**src/rtl/sprite_draw_if.sv**
```systemverilog
// Sprite-to-ROM read port: registered address out, palette index back one cycle later.
interface sprite_draw_if #(
  parameter int AW       = 12,
  parameter int IDX_BITS = 4
);
  logic [AW-1:0]       rom_addr;
  logic [IDX_BITS-1:0] rom_q;

  modport master (output rom_addr, input  rom_q);
  modport slave  (input  rom_addr, output rom_q);
endinterface

```
**src/rtl/sprite_draw.sv**
```systemverilog
// Single-sprite renderer: maps the scan position onto a texel of an animated,
// optionally mirrored and magnified sprite, fetches its palette index from a
// synchronous ROM and emits the pixel two clocks after the scan position.
module sprite_draw #(
  parameter int SPR_W      = 32,
  parameter int SPR_H      = 32,
  parameter int SCALE_LOG2 = 0,
  parameter int N_FRAMES   = 4,
  parameter int IDX_BITS   = 4,
  parameter int TRANSP_IDX = 0,
  parameter int ANIM_DIV   = 8,
  localparam int AW = $clog2(N_FRAMES * SPR_W * SPR_H),
  localparam int FW = (N_FRAMES > 1) ? $clog2(N_FRAMES) : 1
) (
  input  logic                vga_clk,
  input  logic                Reset,
  input  logic [9:0]          DrawX,
  input  logic [9:0]          DrawY,
  input  logic                blank,
  input  logic                frame_start,
  input  logic [9:0]          pos_x,
  input  logic [9:0]          pos_y,
  input  logic                flip_h,
  input  logic                flip_v,
  input  logic                enable,
  input  logic                anim_en,
  input  logic [FW-1:0]       frame_sel,
  sprite_draw_if.master       rom,
  output logic [IDX_BITS-1:0] pix_idx,
  output logic                pix_opaque,
  output logic                blank_o
);

  localparam int UW = (SPR_W > 1) ? $clog2(SPR_W) : 1;
  localparam int VW = (SPR_H > 1) ? $clog2(SPR_H) : 1;
  localparam int DW = (ANIM_DIV > 1) ? $clog2(ANIM_DIV) : 1;
  localparam logic [10:0] SPAN_X = 11'(SPR_W << SCALE_LOG2);
  localparam logic [10:0] SPAN_Y = 11'(SPR_H << SCALE_LOG2);
  localparam logic [FW:0] NF     = (FW + 1)'(N_FRAMES);

  logic [9:0]    r_sx, r_sy;
  logic          r_flip_h, r_flip_v, r_en;
  logic [FW-1:0] r_frame;
  logic [DW-1:0] r_div;
  logic          r_inside_d1, r_inside_d2, r_blank_d1, r_blank_d2;

  logic [10:0]   w_dx, w_dy;
  logic          w_inside;
  logic [UW-1:0] w_u_raw, w_u;
  logic [VW-1:0] w_v_raw, w_v;
  logic [AW-1:0] w_addr;

  // Stage 0: sprite-relative offset, hit test and texel address.
  // Offsets are widened to 11 bits and hit-tested with the >= guards, so a
  // sprite hanging past the right/bottom edge clips instead of wrapping.
  always_comb begin
    w_dx     = {1'b0, DrawX} - {1'b0, r_sx};
    w_dy     = {1'b0, DrawY} - {1'b0, r_sy};
    w_inside = (DrawX >= r_sx) && (DrawY >= r_sy) && (w_dx < SPAN_X) && (w_dy < SPAN_Y);
    w_u_raw  = UW'(w_dx >> SCALE_LOG2);
    w_v_raw  = VW'(w_dy >> SCALE_LOG2);
    w_u      = r_flip_h ? (UW'(SPR_W - 1) - w_u_raw) : w_u_raw;
    w_v      = r_flip_v ? (VW'(SPR_H - 1) - w_v_raw) : w_v_raw;
    w_addr   = AW'(r_frame) * AW'(SPR_W * SPR_H) + AW'(w_v) * AW'(SPR_W) + AW'(w_u);
  end

  // Per-video-frame state: shadow registers and animation frame, updated only in vblank.
  always_ff @(posedge vga_clk) begin
    if (Reset) begin
      r_sx     <= '0;
      r_sy     <= '0;
      r_flip_h <= 1'b0;
      r_flip_v <= 1'b0;
      r_en     <= 1'b0;
      r_frame  <= '0;
      r_div    <= '0;
    end else if (frame_start) begin
      r_sx     <= pos_x;
      r_sy     <= pos_y;
      r_flip_h <= flip_h;
      r_flip_v <= flip_v;
      r_en     <= enable;
      if (anim_en) begin
        if (r_div == DW'(ANIM_DIV - 1)) begin
          r_div   <= '0;
          r_frame <= (r_frame == FW'(N_FRAMES - 1)) ? '0 : r_frame + FW'(1);
        end else begin
          r_div <= r_div + DW'(1);
        end
      end else begin
        r_div <= '0;
        if ({1'b0, frame_sel} < NF) r_frame <= frame_sel;
      end
    end
  end

  // ROM address register plus two-deep delay of hit/blank to line up with rom_q.
  always_ff @(posedge vga_clk) begin
    if (Reset) begin
      rom.rom_addr <= '0;
      r_inside_d1  <= 1'b0;
      r_inside_d2  <= 1'b0;
      r_blank_d1   <= 1'b0;
      r_blank_d2   <= 1'b0;
    end else begin
      rom.rom_addr <= w_inside ? w_addr : '0;
      r_inside_d1  <= w_inside;
      r_inside_d2  <= r_inside_d1;
      r_blank_d1   <= blank;
      r_blank_d2   <= r_blank_d1;
    end
  end

  // Output stage: register the palette index and the opacity decision.
  always_ff @(posedge vga_clk) begin
    if (Reset) begin
      pix_idx    <= '0;
      pix_opaque <= 1'b0;
      blank_o    <= 1'b0;
    end else begin
      pix_idx    <= rom.rom_q;
      pix_opaque <= r_inside_d2 & r_en & r_blank_d2 & (rom.rom_q != IDX_BITS'(TRANSP_IDX));
      blank_o    <= r_blank_d2;
    end
  end

endmodule

```
**src/flat_wrapper.sv**
```systemverilog
// flat-port wrapper written by rule: the top's interface ports become plain ports
module sprite_draw_flat 
#(
  parameter int SPR_W      = 32,
  parameter int SPR_H      = 32,
  parameter int SCALE_LOG2 = 0,
  parameter int N_FRAMES   = 4,
  parameter int IDX_BITS   = 4,
  parameter int TRANSP_IDX = 0,
  parameter int ANIM_DIV   = 8,
  localparam int AW = $clog2(N_FRAMES * SPR_W * SPR_H),
  localparam int FW = (N_FRAMES > 1) ? $clog2(N_FRAMES) : 1
)
  (vga_clk, Reset, DrawX, DrawY, blank, frame_start, pos_x, pos_y, flip_h, flip_v, enable, anim_en, frame_sel, pix_idx, pix_opaque, blank_o, rom_rom_addr, rom_rom_q);
  sprite_draw_if #(.AW(12), .IDX_BITS(IDX_BITS)) rom_i ();
  input  logic vga_clk;
  input  logic Reset;
  input  logic [9:0] DrawX;
  input  logic [9:0] DrawY;
  input  logic blank;
  input  logic frame_start;
  input  logic [9:0] pos_x;
  input  logic [9:0] pos_y;
  input  logic flip_h;
  input  logic flip_v;
  input  logic enable;
  input  logic anim_en;
  input  logic [FW-1:0] frame_sel;
  output logic [IDX_BITS-1:0] pix_idx;
  output logic pix_opaque;
  output logic blank_o;
  output wire logic [$bits(rom_i.rom_addr)-1:0] rom_rom_addr;
  input wire logic [$bits(rom_i.rom_q)-1:0] rom_rom_q;
  assign rom_rom_addr = rom_i.rom_addr;
  assign rom_i.rom_q = rom_rom_q;
  sprite_draw #(.SPR_W(SPR_W), .SPR_H(SPR_H), .SCALE_LOG2(SCALE_LOG2), .N_FRAMES(N_FRAMES), .IDX_BITS(IDX_BITS), .TRANSP_IDX(TRANSP_IDX), .ANIM_DIV(ANIM_DIV)) u_core (.vga_clk(vga_clk), .Reset(Reset), .DrawX(DrawX), .DrawY(DrawY), .blank(blank), .frame_start(frame_start), .pos_x(pos_x), .pos_y(pos_y), .flip_h(flip_h), .flip_v(flip_v), .enable(enable), .anim_en(anim_en), .frame_sel(frame_sel), .rom(rom_i), .pix_idx(pix_idx), .pix_opaque(pix_opaque), .blank_o(blank_o));
endmodule
```
**config.mk**
```make
export PLATFORM = sky130hd
export DESIGN_NAME = sprite_draw_flat
export DESIGN_NICKNAME = d
export VERILOG_FILES = /design/src/rtl/sprite_draw_if.sv /design/src/rtl/sprite_draw.sv /design/src/flat_wrapper.sv
export SDC_FILE = /design/constraint.sdc
export NUM_CORES = 1
export LEC_CHECK = 0
export CAP_MARGIN = 20
export CORE_MARGIN = 3
export CORE_UTILIZATION = 35
export CTS_CLUSTER_SIZE = 10
export DETAILED_ROUTE_END_ITERATION = 12
export GPL_TIMING_DRIVEN = 0
export PLACE_DENSITY = 0.7
export SKIP_LAST_GASP = 1
export SYNTH_ARGS = -nofsm -noshare
export SYNTH_HDL_FRONTEND = slang
export SYNTH_SLANG_ARGS = --single-unit
```
**constraint.sdc**
```tcl
create_clock -name vga_clk -period 6.7 [get_ports vga_clk]
set_clock_uncertainty 0.05 [all_clocks]
set_input_delay 1.34 -clock vga_clk [delete_from_list [all_inputs] [get_ports vga_clk]]
set_output_delay 1.34 -clock vga_clk [all_outputs]
set_load 0.1 [all_outputs]
```
==> results of run 1 <==
[cells by family after synthesis]
group | synth area share, %
xor gates and xnor gates | 5.67
adders and majority gates | 11.8
muxes | 10.8
AOI/OAI and AO/OA | 11.1
DFF | 36.0
and+or+nand+nor | 18.9
buffers and inverters | 5.71
[per-layer routing]
metal	vias to the layer above	global-route usage (%)	part of all wire [%]
met5	-	0	0
met4	0	4.33	0.96
met3	9	2.21	4.9
met2	52	24.4	46
met1	1062	19.3	48
li1	1220	-	-
[path summary, 6_finish.rpt]
path / from / to / slack (ns)
worst min register to register: u_core.r_inside_d1$_SDFF_PP0_ / u_core.r_inside_d2$_SDFF_PP0_ / 0.40
worst min-delay path: u_core.r_inside_d1$_SDFF_PP0_ / u_core.r_inside_d2$_SDFF_PP0_ / 0.40
worst max register to register: u_core.r_sx[0]$_SDFFE_PP0P_ / u_core.rom.rom_addr[9]$_SDFF_PP0_ / 3.74
worst max-delay path: DrawX[0] / u_core.rom.rom_addr[9]$_SDFF_PP0_ / 2.52
[worst reg2reg max path: stages, from the launching register on]
cell	delay [ns]
dfxtp_1	0.33
ha_1	0.21
fa_1	0.40
nand2b_1	0.20
a211oi_2	0.27
and3b_1	0.22
a211o_1	0.26
a211o_1	0.39
buf_6	0.18
nor4_1	0.34
[flip-flops by register name, indices dropped and copies added, names as in the netlist, 2 cells and up]
name,count
u_core.r_sy,10
u_core.rom.rom_addr,12
u_core.r_frame,2
u_core.r_div,3
u_core.pix_idx,4
u_core.r_sx,10
[power breakdown]
group	switching (mW)	internal (mW)
registers	0.00582	0.309
logic	0.0985	0.0941
clock network	0.106	0.0748
total	0.210	0.478
[layout make-up]
cell class	count	area (um2)	share of cell area, %
clock buffer	5	68.8	1.87
inverter	28	105	2.85
clock inverter	3	23.8	0.645
buffer	12	53.8	1.46
multi-input combinational	217	1620	44.0
tap	99	124	3.36
timing repair buffer	69	691	18.7
sequential	50	1000	27.1
[stage by stage]
step / cells / power [mW] / cell area, um2
6_report: 483 / 0.688 / 3690
5_1_grt: 483 / 0.733 / 3690
4_1_cts: 483 / 0.695 / 3690
3_5_place_dp: 475 / 0.514 / 3600
3_3_place_gp: 475 / 0.512 / 3600
2_1_floorplan: 307 / 0.453 / 2780
[synth_stat cells, drive strengths merged, types with 2 or more instances]
| master | instances | area [um2] |
|---|---|---|
| nor2b | 15 | 93.8 |
| a2111oi | 2 | 17.5 |
| inv | 28 | 105 |
| a21oi | 13 | 65.1 |
| nand2 | 5 | 18.8 |
| nor4 | 12 | 75.1 |
| xnor2 | 12 | 105 |
| buf | 4 | 23.8 |
| o21a | 2 | 15.0 |
| nand3 | 2 | 10.0 |
| a211oi | 2 | 20.0 |
| xor2 | 6 | 52.6 |
| or3 | 2 | 12.5 |
| ha | 23 | 288 |
| nand2b | 9 | 56.3 |
| dfxtp | 50 | 1000 |
| nor2 | 37 | 139 |
| o21ai | 7 | 35.0 |
| nand4b | 2 | 17.5 |
| a21o | 2 | 15.0 |
| a211o | 2 | 17.5 |
| nor4b | 3 | 26.3 |
| nor3 | 5 | 25.0 |
| mux2i | 30 | 300 |
| or4 | 3 | 22.5 |
| clkbuf | 8 | 30.0 |
| o211ai | 2 | 15.0 |
| fa | 2 | 40.0 |
[layout by cell type, fill, tap and decap left out, types with 6 or more instances in the layout]
master and n:
ha_1 23, inv_1 28, nor2b_1 15, nand2b_1 9, dfxtp_1 50, clkdlybuf4s50_1 69, nor2_1 37, xnor2_1 12
a21oi_1 13, o21ai_0 6, nor4_1 12, clkbuf_1 8, xor2_1 6, mux2i_1 30
==> qor.yml, run 1 <==
antenna_found_initial: 0
cts-buffers-inserted: 5
cts_num_sinks: 50
yosys_warnings: 0
synth_seq_cells: 50
area_growth_pct: 32.6
critPathSlowestCell: "clkdlybuf4s50_1"
hold_viol_final: 0
fin_crit_sh_pct: 62.4
synth_edf_count: 0
worstHoldPathType: "flop to flop"
crit_top_cell: "a211o_1"
hold-path-cell-count: 1
setup_ws_ns: 2.52
worst_hold_slack_ns: 0.398
final_util_pct: 49.3
hold_buffers: 0
arrival_ns: 4.32
fin_crit_ns: 4.18
routed_via_density: 4.85
drtPass1Iterations: 4
pre_cts_slack_ns: 2.21
slowest_delay_ns: 0.46
path_class: "primary input to flop"
ys_types: 49
drt.antenna.violating_nets: 0
place_hpwl_um: 4900
routed_wl_um: 6170
synth_area_per_cell_um2: 9.06
insertedDiodeCount: 0
mappedNetlistArea_um2: 2780
clk_path_buf_depth: 2
routedWlPerCell_um: 12.8
slew_viol_final: 0
relSlewSlack_pct: 35.2
die_x_um: 95.1
cts_root_buf: "clkbuf_8"
ff2ff_path_depth: 9
grt_max_degree: 18
clk_latency_ns: 0.30
cts_resized: 0
cp-start-kind: "primary input"
clock.fmax_mhz: 239
port_buffers: 69
power_density_nw_per_um2: 187
syn_inst: 307
tightest_slew_ns: 0.969
worstPathMaxFanout: 10
overflow: 0
drive_gt1_share_pct: 3.13
cts_tree: "done"
worstPathRequired_ns: 6.84
track_usage_pct: 14.6
maxCapViolCount: 0
setup_violations: 0
io_pins: 72
htree_levels: 2
grt_pass1_vias: 2263
place.gp.congestion: 0.851
synth-async-reset-ratio_pct: 0
worstPathCellList: "clkdlybuf4s50_1, inv_1, ha_1, fa_1, nand2b_1, a211oi_2, and3b_1, a211o_1, a211o_1, buf_6, nor4_1"
peakVddDrop_v: 0.000101
syn_nets: 386
ys_seq_area_share_pct: 36.0
via_count: 2343
fp-row-count: 31
start_util_pct: 37.2
ys.flop_type: "dfxtp_1"
core_um2: 7490
rsz0062_at_grt: "no"
endpoint_kind: "flop"
path_depth: 11
critical_path_buf_inv_count: 3
tns_ns: 0
die_h_um: 95.1
grt_pass1_wl_um: 10400
nNetsFinal: 462
p_leak_nw: 1.49
crit_family: "compound AO/OA/AOI/OAI gates"
status: "complete, no violations"
fill_cells: 725
cts_setup_buffers: 0
drt_iter0_markers: 81
dieArea_um2: 9050
clkTransAtPathRegs_ns: 0.10
drc_errors: 0
Power figures use the tool's default switching activity.
==> run 2: changes to the inputs <==
Clock period 6.7 ns to 4.3 ns, I/O delays scaled along.
==> results of run 2 <==
Same layout as run 1 (identical final DEF). Status: complete, no violations.
Among the figures that moved: setup slack after placement 2.21 ns -> 0.292 ns; setup slack after layout 2.52 ns -> 0.602 ns; register-to-register setup slack 3.74 ns -> 1.34 ns; total power 0.688 mW -> 1.07 mW; worst IR drop on VDD 0.000101 V -> 0.000157 V
==> run 3: changes to the inputs <==
Settings changed: ABC_AREA set to 1, PLACE_DENSITY 0.7 to 0.69, SKIP_LAST_GASP 1 to unset.
==> run 3 against run 2 <==
  * Combinational power up 19%
  * Hold slack got worse by 0.047 ns
  * Flip-flop and latch count stayed put
  * Clock-buffer cell count grew 1
  * Critical path depth rose by 7
  * Clock power increased by 20%
  * Via count up 19%
  * Maximum frequency rose by 19%
  * Global-route usage up 0.98 points
  * Utilization decreased by 1.8 points
  * First-iteration DRC count rose by 47%
  * Sequential power about the same
  * Highest routed layer unchanged
==> qor.yml, run 3 <==
fp-row-count: 33  # +6.5%
r2r-end: "u_core.rom.rom_addr[4]$_SDFF_PP0_"
hold_buffers: 0  # unchanged
drt.antenna.violating_nets: 0  # unchanged
routed_via_density: 4.63  # -4.6%
setup_violations: 0  # unchanged
yosys_warnings: 0  # unchanged
synth_edf_count: 0  # unchanged
start_util_pct: 36.2  # -0.97 points
place_hpwl_um: 5840  # +19%
reg_top3: "u_core.rom.rom_addr (12), u_core.r_sx (10), u_core.r_sy (10)"
dieArea_um2: 9680  # +6.9%
htree_levels: 2  # unchanged
clkTransAtPathRegs_ns: 0.09  # about the same
antenna_found_initial: 0  # unchanged
worstPathRequired_ns: 4.49
port_buffers: 69  # unchanged
ff2ff_path_depth: 16  # +7
arrival_ns: 3.31
worstHoldPathType: "flop to flop"
final_area_um2: 3920  # +6.3%
yosysTopAreaCell: "dfxtp_1"
slew_viol_final: 0  # unchanged
power_mw: 1.19
cts_root_buf: "clkbuf_8"
status: "complete, no violations"
io_pins: 72  # unchanged
final_util_pct: 47.5  # -1.8 points
min_delay_worst_endpoint: "u_core.r_inside_d2$_SDFF_PP0_"
routedWlPerCell_um: 12.1  # -5.5%
syn_nets: 502  # +30%
tightest_slew_ns: 0.982  # +0.0127 ns
cp-startpoint: "DrawY[0]"
synth_area_per_cell_um2: 7.06  # -22%
hold-path-cell-count: 2  # +1
rsz0062_at_grt: "no"
grt_pass1_wl_um: 12300  # +18%
drtPass1Iterations: 4  # unchanged
fin_crit_sh_pct: 72.5
cts_resized: 0  # unchanged
die_h_um: 98.4  # +3.4%
drive_gt1_share_pct: 8.20  # +5.1 points
syn_inst: 423  # +38%
nNetsFinal: 578  # +25%
cts_tree: "done"
peakVddDrop_v: 0.000140
ys_seq_area_share_pct: 33.5  # -2.5 points
fin_crit_ns: 3.12
routed_wl_um: 7300  # +18%
hold_viol_final: 0  # unchanged
ys.flop_type: "dfxtp_1"
via_count: 2799  # +19%
path_class: "primary input to flop"
post_dp_cell_area_um2: 3810  # +5.9%
cp-start-kind: "primary input"
core_um2: 8260  # +10%
p_leak_nw: 1.86  # +25%
synth.most_common_cell: "inv_1"
ys_top_cells_by_area: "dfxtp_1, inv_1, ha_1, nand2_1, a21oi_1"
synth-async-reset-ratio_pct: 0  # unchanged
final_cell_mix: "inv_1, nand2_1, clkdlybuf4s50_1, dfxtp_1, nor2_1"
maxCapViolCount: 0  # unchanged
power_density_nw_per_um2: 303
largest_register_ffs: 12  # unchanged
hp-start: "u_core.r_inside_d1$_SDFF_PP0_"
regMostFlops: "u_core.rom.rom_addr"
cts_setup_buffers: 0  # unchanged
yosysTopAreaCellShare_pct: 33.5  # -2.5 points
insertedDiodeCount: 0  # unchanged
final_common_cell: "inv_1"
overflow: 0  # unchanged
grt_max_degree: 16  # -2
worst_hold_slack_ns: 0.351  # -0.0466 ns
drc_errors: 0  # unchanged
synth_seq_cells: 50  # unchanged
clk_path_buf_depth: 2  # unchanged
clk_latency_ns: 0.30  # about the same
place.gp.congestion: 0.919  # +8.0%
mappedNetlistArea_um2: 2990  # +7.4%
synth_commonest_cells: "inv_1, nand2_1, dfxtp_1"
relSlewSlack_pct: 34.3  # -0.85 points
cts-buffers-inserted: 5  # unchanged
ys_types: 29  # -41%
area_growth_pct: 31.2
tns_ns: 0  # unchanged
reg2reg_setup_slack_ns: 1.93
worstPathMaxFanout: 10  # unchanged
clock.fmax_mhz: 321
die_x_um: 98.4  # +3.4%
track_usage_pct: 15.5  # +0.98 points
drt_iter0_markers: 119  # +47%
fill_cells: 830  # +14%
cts_num_sinks: 50  # unchanged
grt_pass1_vias: 2721  # +20%
r2r-start: "u_core.r_sy[0]$_SDFFE_PP0P_"
endpoint_kind: "flop"
## run 3: area by class of cell
type	count	area (um2)	area share [%]
Timing Repair Buffer	69	691	17.6
Tap cell	105	131	3.35
Clock inverter	2	37.5	0.958
Buffer	11	56.3	1.44
Inverter	83	312	7.95
Multi-Input combinational cell	279	1620	41.3
Clock buffer	6	72.6	1.85
Sequential cell	50	1000	25.5
## run 3: worst max-delay path by stage
stage / endpoint
4_1_cts: u_core.rom.rom_addr[4]$_SDFF_PP0_
5_1_grt: u_core.rom.rom_addr[4]$_SDFF_PP0_
3_5_place_dp: u_core.rom.rom_addr[4]$_SDFF_PP0_
2_1_floorplan: u_core.rom.rom_addr[5]$_SDFF_PP0_
3_3_place_gp: u_core.rom.rom_addr[4]$_SDFF_PP0_
6_report: u_core.rom.rom_addr[4]$_SDFF_PP0_
## run 3: metal layers
layer	part of all wire [%]	up-vias	global-route usage, %
li1	-	1469	-
met1	45	1239	19.8
met2	47	76	26.7
met3	4.8	15	3.21
met4	2.3	0	3.99
met5	0	-	0
## run 3: cell families after synthesis
group,share of synthesized area (%)
and+or+nand+nor,25.6
buffers and inverters,12.3
AOI/OAI and AO/OA,12.3
DFF,33.5
adders and majority gates,11.0
xor gates and xnor gates,5.28
## run 3: worst max-delay path: stages
cell	delay (ns)
clkdlybuf4s50_1	0.45
inv_1	0.04
ha_1	0.23
fa_1	0.41
inv_1	0.11
nand2_1	0.06
nand2_1	0.10
nand3_1	0.11
nand2_1	0.08
nand2_1	0.04
nand2_1	0.06
inv_1	0.05
nor2_2	0.08
nand3_2	0.07
nor2_2	0.11
nand3_2	0.13
buf_6	0.20
nor2_2	0.10
## run 3: power by group
part / internal, mW / total (mW) / switching [mW]
clock network: 0.174 / 0.338 / 0.164
registers: 0.484 / 0.492 / 0.00764
logic: 0.150 / 0.356 / 0.206
## run 3: metrics by stage
step / instances / setup WS [ns]
2_1_floorplan: 423 / 1.67
3_3_place_gp: 597 / 0.908
3_5_place_dp: 597 / 0.882
4_1_cts: 605 / 1.18
5_1_grt: 605 / 0.992
6_report: 605 / 1.18
